===== src/rtl/vec_batch_sched.sv =====
// vec_batch_sched: time-shares one vec_cat between the reference-load stream
// and the compare stream. Each batch runs one fixed-size reference load, a
// vec_cat flush, then the compare stream, followed by a final flush.
//
// state       | meaning
// ------------+--------------------------------------------------------------
// S_FLUSH     | vec_cat held in reset; counts down, then goes to flush_to
// S_IDLE      | waiting for start
// S_REF       | reference words passed through to vec_cat
// S_REF_DRAIN | last reference word taken; waiting for vec_cat to drain
// S_CMP       | compare words passed through to vec_cat
// S_CMP_DRAIN | last compare word taken; waiting for vec_cat to drain
module vec_batch_sched #(
  parameter int BUS_WIDTH    = 128,
  parameter int VECTOR_WIDTH = 920,
  parameter int REF_VEC_NO   = 16,
  parameter int FLUSH_CYCLES = 2,
  parameter int CNT_WIDTH    = 16
) (
  input  logic                 clk,
  input  logic                 rst,
  input  logic                 start,
  output logic                 busy,
  output logic                 done,
  output logic                 err_Len,
  input  logic [BUS_WIDTH-1:0] ref_Vector,
  input  logic                 ref_Valid,
  input  logic                 ref_Last,
  output logic                 ref_Ready,
  input  logic [BUS_WIDTH-1:0] cmp_Vector,
  input  logic                 cmp_Valid,
  input  logic                 cmp_Last,
  output logic                 cmp_Ready,
  output logic [BUS_WIDTH-1:0] cat_Vector,
  output logic                 cat_Valid,
  output logic                 cat_Last,
  input  logic                 cat_Ready,
  input  logic                 cat_DnLast,
  output logic                 cat_Rstn,
  output logic                 cat_Sel,
  output logic [CNT_WIDTH-1:0] cmp_WordCnt
);

  localparam int REF_WORDS = (REF_VEC_NO * VECTOR_WIDTH + BUS_WIDTH - 1) / BUS_WIDTH;
  localparam int RW_W      = $clog2(REF_WORDS + 1);
  localparam int FL_W      = (FLUSH_CYCLES > 1) ? $clog2(FLUSH_CYCLES) : 1;

  localparam logic [RW_W-1:0] REF_LAST_IDX = RW_W'(REF_WORDS - 1);
  localparam logic [FL_W-1:0] FL_INIT      = FL_W'(FLUSH_CYCLES - 1);

  typedef enum logic [2:0] {
    S_FLUSH     = 3'd0,
    S_IDLE      = 3'd1,
    S_REF       = 3'd2,
    S_REF_DRAIN = 3'd3,
    S_CMP       = 3'd4,
    S_CMP_DRAIN = 3'd5
  } state_t;

  state_t               state_q, state_d;
  logic                 flush_to_q, flush_to_d;   // 1 = CMP, 0 = IDLE
  logic [FL_W-1:0]      fcnt_q, fcnt_d;
  logic [RW_W-1:0]      rcnt_q, rcnt_d;
  logic [CNT_WIDTH-1:0] ccnt_q, ccnt_d;
  logic                 err_q, err_d;
  logic                 done_q, done_d;
  logic                 arm_q, arm_d;             // the coming IDLE exit ends a batch
  logic                 sel_q, sel_d;

  logic ref_at_end;
  assign ref_at_end = (rcnt_q == REF_LAST_IDX);

  // State and datapath registers; reset lands in FLUSH so vec_cat is always cleared.
  always_ff @(posedge clk or posedge rst) begin
    if (rst) begin
      state_q    <= S_FLUSH;
      flush_to_q <= 1'b0;
      fcnt_q     <= FL_INIT;
      rcnt_q     <= '0;
      ccnt_q     <= '0;
      err_q      <= 1'b0;
      done_q     <= 1'b0;
      arm_q      <= 1'b0;
      sel_q      <= 1'b0;
    end else begin
      state_q    <= state_d;
      flush_to_q <= flush_to_d;
      fcnt_q     <= fcnt_d;
      rcnt_q     <= rcnt_d;
      ccnt_q     <= ccnt_d;
      err_q      <= err_d;
      done_q     <= done_d;
      arm_q      <= arm_d;
      sel_q      <= sel_d;
    end
  end

  // Next-state logic and the per-state stream muxing.
  always_comb begin
    state_d    = state_q;
    flush_to_d = flush_to_q;
    fcnt_d     = fcnt_q;
    rcnt_d     = rcnt_q;
    ccnt_d     = ccnt_q;
    err_d      = err_q;
    done_d     = 1'b0;
    arm_d      = arm_q;
    cat_Vector = '0;
    cat_Valid  = 1'b0;
    cat_Last   = 1'b0;
    ref_Ready  = 1'b0;
    cmp_Ready  = 1'b0;
    cat_Rstn   = 1'b1;

    case (state_q)
      S_FLUSH: begin
        cat_Rstn = 1'b0;
        if (fcnt_q == '0) begin
          if (flush_to_q) begin
            state_d = S_CMP;
          end else begin
            state_d = S_IDLE;
            done_d  = arm_q;
            arm_d   = 1'b0;
          end
        end else begin
          fcnt_d = fcnt_q - 1'b1;
        end
      end
      S_IDLE: begin
        if (start) begin
          state_d = S_REF;
          err_d   = 1'b0;
          rcnt_d  = '0;
          ccnt_d  = '0;
        end
      end
      S_REF: begin
        cat_Vector = ref_Vector;
        cat_Valid  = ref_Valid;
        ref_Ready  = cat_Ready;
        // The word count forces a last so vec_cat never sees an overlong load.
        cat_Last   = ref_Last | ref_at_end;
        if (ref_Valid && cat_Ready) begin
          rcnt_d = rcnt_q + 1'b1;
          if (cat_Last) begin
            state_d = S_REF_DRAIN;
            if (!(ref_Last && ref_at_end)) begin
              err_d = 1'b1;
            end
          end
        end
      end
      S_REF_DRAIN: begin
        if (cat_DnLast) begin
          state_d    = S_FLUSH;
          flush_to_d = 1'b1;
          fcnt_d     = FL_INIT;
        end
      end
      S_CMP: begin
        cat_Vector = cmp_Vector;
        cat_Valid  = cmp_Valid;
        cmp_Ready  = cat_Ready;
        cat_Last   = cmp_Last;
        if (cmp_Valid && cat_Ready) begin
          if (ccnt_q != '1) begin
            ccnt_d = ccnt_q + 1'b1;
          end
          if (cmp_Last) begin
            state_d = S_CMP_DRAIN;
          end
        end
      end
      S_CMP_DRAIN: begin
        if (cat_DnLast) begin
          state_d    = S_FLUSH;
          flush_to_d = 1'b0;
          fcnt_d     = FL_INIT;
          arm_d      = 1'b1;
        end
      end
      default: begin
        state_d    = S_FLUSH;
        flush_to_d = 1'b0;
        fcnt_d     = FL_INIT;
      end
    endcase

    sel_d = (state_d == S_CMP) || (state_d == S_CMP_DRAIN) ||
            ((state_d == S_FLUSH) && flush_to_d);
  end

  assign busy        = (state_q != S_IDLE);
  assign done        = done_q;
  assign err_Len     = err_q;
  assign cat_Sel     = sel_q;
  assign cmp_WordCnt = ccnt_q;

endmodule


===== config.mk =====
export PLATFORM = sky130hd
export DESIGN_NAME = vec_batch_sched
export DESIGN_NICKNAME = d
export VERILOG_FILES = /design/src/rtl/vec_batch_sched.sv
export SDC_FILE = /design/constraint.sdc
export NUM_CORES = 1
export LEC_CHECK = 0
export ABC_AREA = 1
export CORE_AREA = 3 3 162 164
export DETAILED_ROUTE_END_ITERATION = 8
export DIE_AREA = 0 0 165 167
export HOLD_SLACK_MARGIN = 0.15
export MAX_ROUTING_LAYER = met4
export SLEW_MARGIN = 25
export SYNTH_ARGS = -nofsm -noshare
export SYNTH_HDL_FRONTEND = slang
export SYNTH_SLANG_ARGS = --single-unit

===== constraint.sdc =====
create_clock -name clk -period 2.58 [get_ports clk]
set_input_delay 0.516 -clock clk [delete_from_list [all_inputs] [get_ports clk]]
set_output_delay 0.516 -clock clk [all_outputs]
set_load 0.1 [all_outputs]

Word level (Yosys, flattened, before mapping) --
Cells that the tools add are included.
Storage, ports and cells: register bits after elaboration 32, output and inout bits 153, word-level logic and storage cells 92, bits of input ports 265
Operators by class: add/subtract/negate cells 3, equality and inequality tests 20, multiplexer cells 39, bitwise gates (word level) 2, reductions and logical operators 19
Operators by type and width (count):
- case mux 128 bit (2 select lines) | 1
- 2-to-1 mux 16 bit | 3
- case mux 16 bit (2 select lines) | 1
- 2-to-1 mux 3 bit | 8
- != test 2 bit, second input constant | 9
- adder 16 x 1 -> 16 bit, second input constant | 1
- 2-to-1 mux 1 bit | 16
- != test 16 bit, second input constant | 1
- case mux 3 bit (5 select lines) | 1
- 2-to-1 mux 7 bit | 2
- case mux 7 bit (2 select lines) | 1
- == test 3 bit, second input constant | 4
- case mux 1 bit (2 select lines) | 4
- AND reduction 4 bit | 2
- adder 7 x 1 -> 7 bit, second input constant | 1
- == test 7 bit, second input constant | 1
- == test 3 x 2 -> 1 bit, second input constant | 2
- logical NOT 3 bit | 2
- case mux 1 bit (3 select lines) | 2
- nonzero test 2 bit | 3
- AND reduction 5 bit | 1
- logical AND 1 bit | 4
- OR reduction 4 bit | 1
- == test 3 x 1 -> 1 bit, second input constant | 1
- other kinds (10) | 11

Longest topological paths before layout --
depth after elaboration 8, gate-level depth with buffers 10

Least setup slack after synthesis --
OpenSTA, ideal clock, no wires.
path type register to output, start reg state_q[1], end out cmp_Ready, data required time 2.064 ns, data arrival time 1.986 ns, path slack 0.078 ns, cell stages (with the launch flop) 4, cells stage by stage dfrtp_1 -> nor2_4 -> nand2_4 -> nor2_1
Between the ends: word-level cells in the longest chain between the ends 2
RTL lines:
- start: declaration | RTL line 60 | state_t state_q, state_d;
- start signal: assignment | RTL line 86 | state_q <= state_d;
- == test 3 bit | RTL line 115 | case (state_q)
- 2-to-1 mux 1 bit | RTL line 115
- end: declaration | RTL line 33 | output logic cmp_Ready,
No other way between the ends.

Worst setup path in the final report --
start reg state_q[2], end out cat_Vector[19]
Between the ends: word-level cells in the longest chain between the ends 2
RTL lines:
- == test 3 bit / == test 3 x 2 -> 1 bit (equally long branches) | RTL line 115
- case mux 128 bit (2 select lines) (*) | RTL line 115
- end: declaration | RTL line 34 | output logic [BUS_WIDTH-1:0] cat_Vector,
Mark *: on every way between the ends. The rest lies on a longest branch, timed or not.

==> metrics.md <==
| Metric | Value |
|---|---|
| Outcome | completed |
| Post-synth EDFFs | 0 |
| CTS tree | yes |
| Total Neg Setup Slack | 0 ps |
| Fin crit share | 0.961 |
| Lkg Pwr | 3.91 nW |
| Worst Path Required | 2060 ps |
| Sink Count | 32 |
| H-tree lvl count | 2 |
| Post-synthesis cell count | 432 |
| Largest cells by area after synthesis | a22o_1, dfrtp_1, nand2_1, nand3_1, buf_2 |
| Sequential area share after synthesis | 0.240 |
| Layout area overhead | 184% |
| Via count | 5195 |
| Fraction of layout cells with a size suffix above 1 | 0.254 |
| DR iter-0 viols | 312 |
| Tot GR Track Use | 0.199 |
| Most common cell in the netlist | a22o_1 |
| Worst slew margin | 0.644 |
| Top-area cell type share of the netlist area | 0.343 |
| DIE WIDTH | approximately 170 um |
| Post-Syn Area per Cell | just under 8 um^2 |
| IO Pins | approximately 420 |
| FFs w/ async S/R, synth | 1.00 |
| Yosys reg bits | 32 |
| # DRC | 0 |
| Fmax achieved | 0.403 GHz |
| Routed wire length | 28900 um |
| VDD IR max | roughly 0.0011 V |
| Synth warn | 0 |
| Layout Skew | approximately 7 ps |
| Setup bufs post-CTS | 0 |
| Worst r2r path cells | 9 |
| Vias in the first global route | 5038 |
| Crit path max fanout | 32 |
| Synth top cells by count | a22o_1, nand2_1, inv_1 |
| CTS Root Cell | clkbuf_16 |
| Via density | 4.35 |
| Pwr Density | 1260 mW/mm^2 |
| M1 WL | 11900 um |
| Hold Path Stages | 1 |
| Clk slew on worst S/H paths | 60 ps |
| Core area | ~0.025 mm^2 |
| CP Launch Type | flop |
| Initial antenna violation count | 30 |
| Critical path class | flop to output pin |
| Post-route antenna net violation count | 0 |
| First-pass GRT wire length | 38100 um |
| Final nets | ~1100 |
| Starting Density | 0.134 |
| Full die area | 0.0276 mm^2 |
| Crit end category | output pin |
| CP Data Arrival Time | 1960 ps |
| Gpl congestion | about 0.88 |
| Min Tclk post-route | roughly 2500 ps |
| Synth Flop Type | dfrtp_1 |
| First drt pass iteration count | 5 |
| Min-delay worst type | flop to flop |
| Worst setup margin | around 100 ps |
| Largest net degree at the start of global routing | 83 |
| Slew Limit Fails | 0 |
| Synth Net Count | 700 |
| Hold buffer count at CTS | 0 |
| Drt wl/cell | ~24 um |
| CTS buffer count | 5 |
| WL met2 | 12600 um |
| Worst hold slack | 433 ps |
| Setup violations, final | 0 |
| Highest routing layer actually used | met4 |
| Clock Tree Buf Depth | 2 |
| Dominant cell type by area after synthesis | a22o_1 |
| Die H | 167 um |
| RSZ-0062 raised after global routing | no |
| IO buf count | 417 |
| Met3 WL | approximately 4100 um |
| Row count | 58 |
| Fin util | 0.379 |
| Clk_lat worst skew | 270 ps |
| Setup WS pre-CTS | 231 ps |
| Final hold vios | 0 |
| Synth Cell Area | 0.00335 mm^2 |
| Gr ovfl total | 0 |
| R2r setup slk | 430 ps |
| Synth cell types | 39 |
| Worst Tran Pin Value | approximately 530 ps |
| MaxCap Viol Count | 0 |
| Detailed Place HPWL | 25200 um |
-- cell families (layout without fill, tap and decap cells) --
logic type | Yosys count | after routing | synth area share
AO/OA/AOI/OAI | 159 | 159 | 0.402
XOR/XNOR | 7 | 7 | 0.0183
adder cells (fa/ha/maj) | 3 | 3 | 0.0112
buffers and inverters | 68 | 475 | 0.0931
flip-flops | 32 | 32 | 0.240
other | 0 | 25 | 0
AND/OR/NAND/NOR | 163 | 163 | 0.236
-- worst max-delay path, stage by stage (launching register included) --
cell	delay (ps)
dfrtp_1	460
inv_2	200
nand3b_4	170
clkinv_8	180
buf_12	210
a22o_1	230
buf_12	190
-- what timing repair did --
item                                    4_1_cts  5_1_grt
resized for setup                             3        7
endpoints found under the hold margin         0        0
endpoints found under the setup margin       31       61
cloned                                        0        2
-- where the power goes --
group	internal, mW	switching (mW)
Combinational	3.68	7.06
Clock	0.405	0.206
Sequential	0.582	0.0784
Total	4.67	7.34
-- metal layers --
layer	up-vias	GRT usage
li1	2461	-
met1	2425	0.242
met4	0	0.0248
met3	10	0.113
met5	-	-
met2	299	0.295
-- worst paths after layout --
kind                       startpoint             end
min in group asynchronous         rst  cmp_WordCnt[1]
max                        state_q[2]  cat_Vector[19]
min reg2reg                flush_to_q            done
max in group asynchronous         rst          fcnt_q
min                        flush_to_q            done
max reg2reg                state_q[1]  cmp_WordCnt[4]
-- placed cells by master, fill, tap and decap left out, types with 2 or more instances in the layout --
cell	count
ha_1	3
nor3_1	4
nand2_2	6
and2_1	2
nand4_1	11
buf_12	134
inv_1	32
o21ai_2	11
xnor2_1	4
clkbuf_16	7
o31ai_1	3
nor2_1	28
a31oi_1	2
inv_2	2
a22o_4	3
a22o_1	127
diode_2	25
nor3_2	2
dfrtp_1	31
nand3_1	27
buf_16	2
nand2_1	71
buf_4	29
clkbuf_8	2
or2_2	3
xor2_1	3
clkdlybuf4s50_1	264
o21ai_0	8
-- registers in the layout, summed over array words and instances, names as in the netlist --
signal,flops
done,1
rcnt_q,7
cat_Sel,1
flush_to_q,1
state_q,3
arm_q,1
err_Len,1
fcnt_q,1
cmp_WordCnt,16
-- per-stage QoR --
step | power, mW | area (um^2) | std cells
after detailed placement | 11.3 | 9180 | 1160
after global placement | 11.3 | 9180 | 1160
final | 12.0 | 9500 | 1194
after CTS | 12.0 | 9340 | 1167
after global routing | 12.3 | 9500 | 1194
after floorplan | 7.34 | 3350 | 432
-- layout make-up --
class	instances	area, um^2
Clock buffer	7	153
Sequential cell	32	802
Timing Repair Buffer	431	5650
Fill cell	2459	15500
Tap cell	330	413
Multi-Input combinational cell	332	2260
Inverter	37	158
Antenna cell	25	62.6
Power figures use the tool's default switching activity.
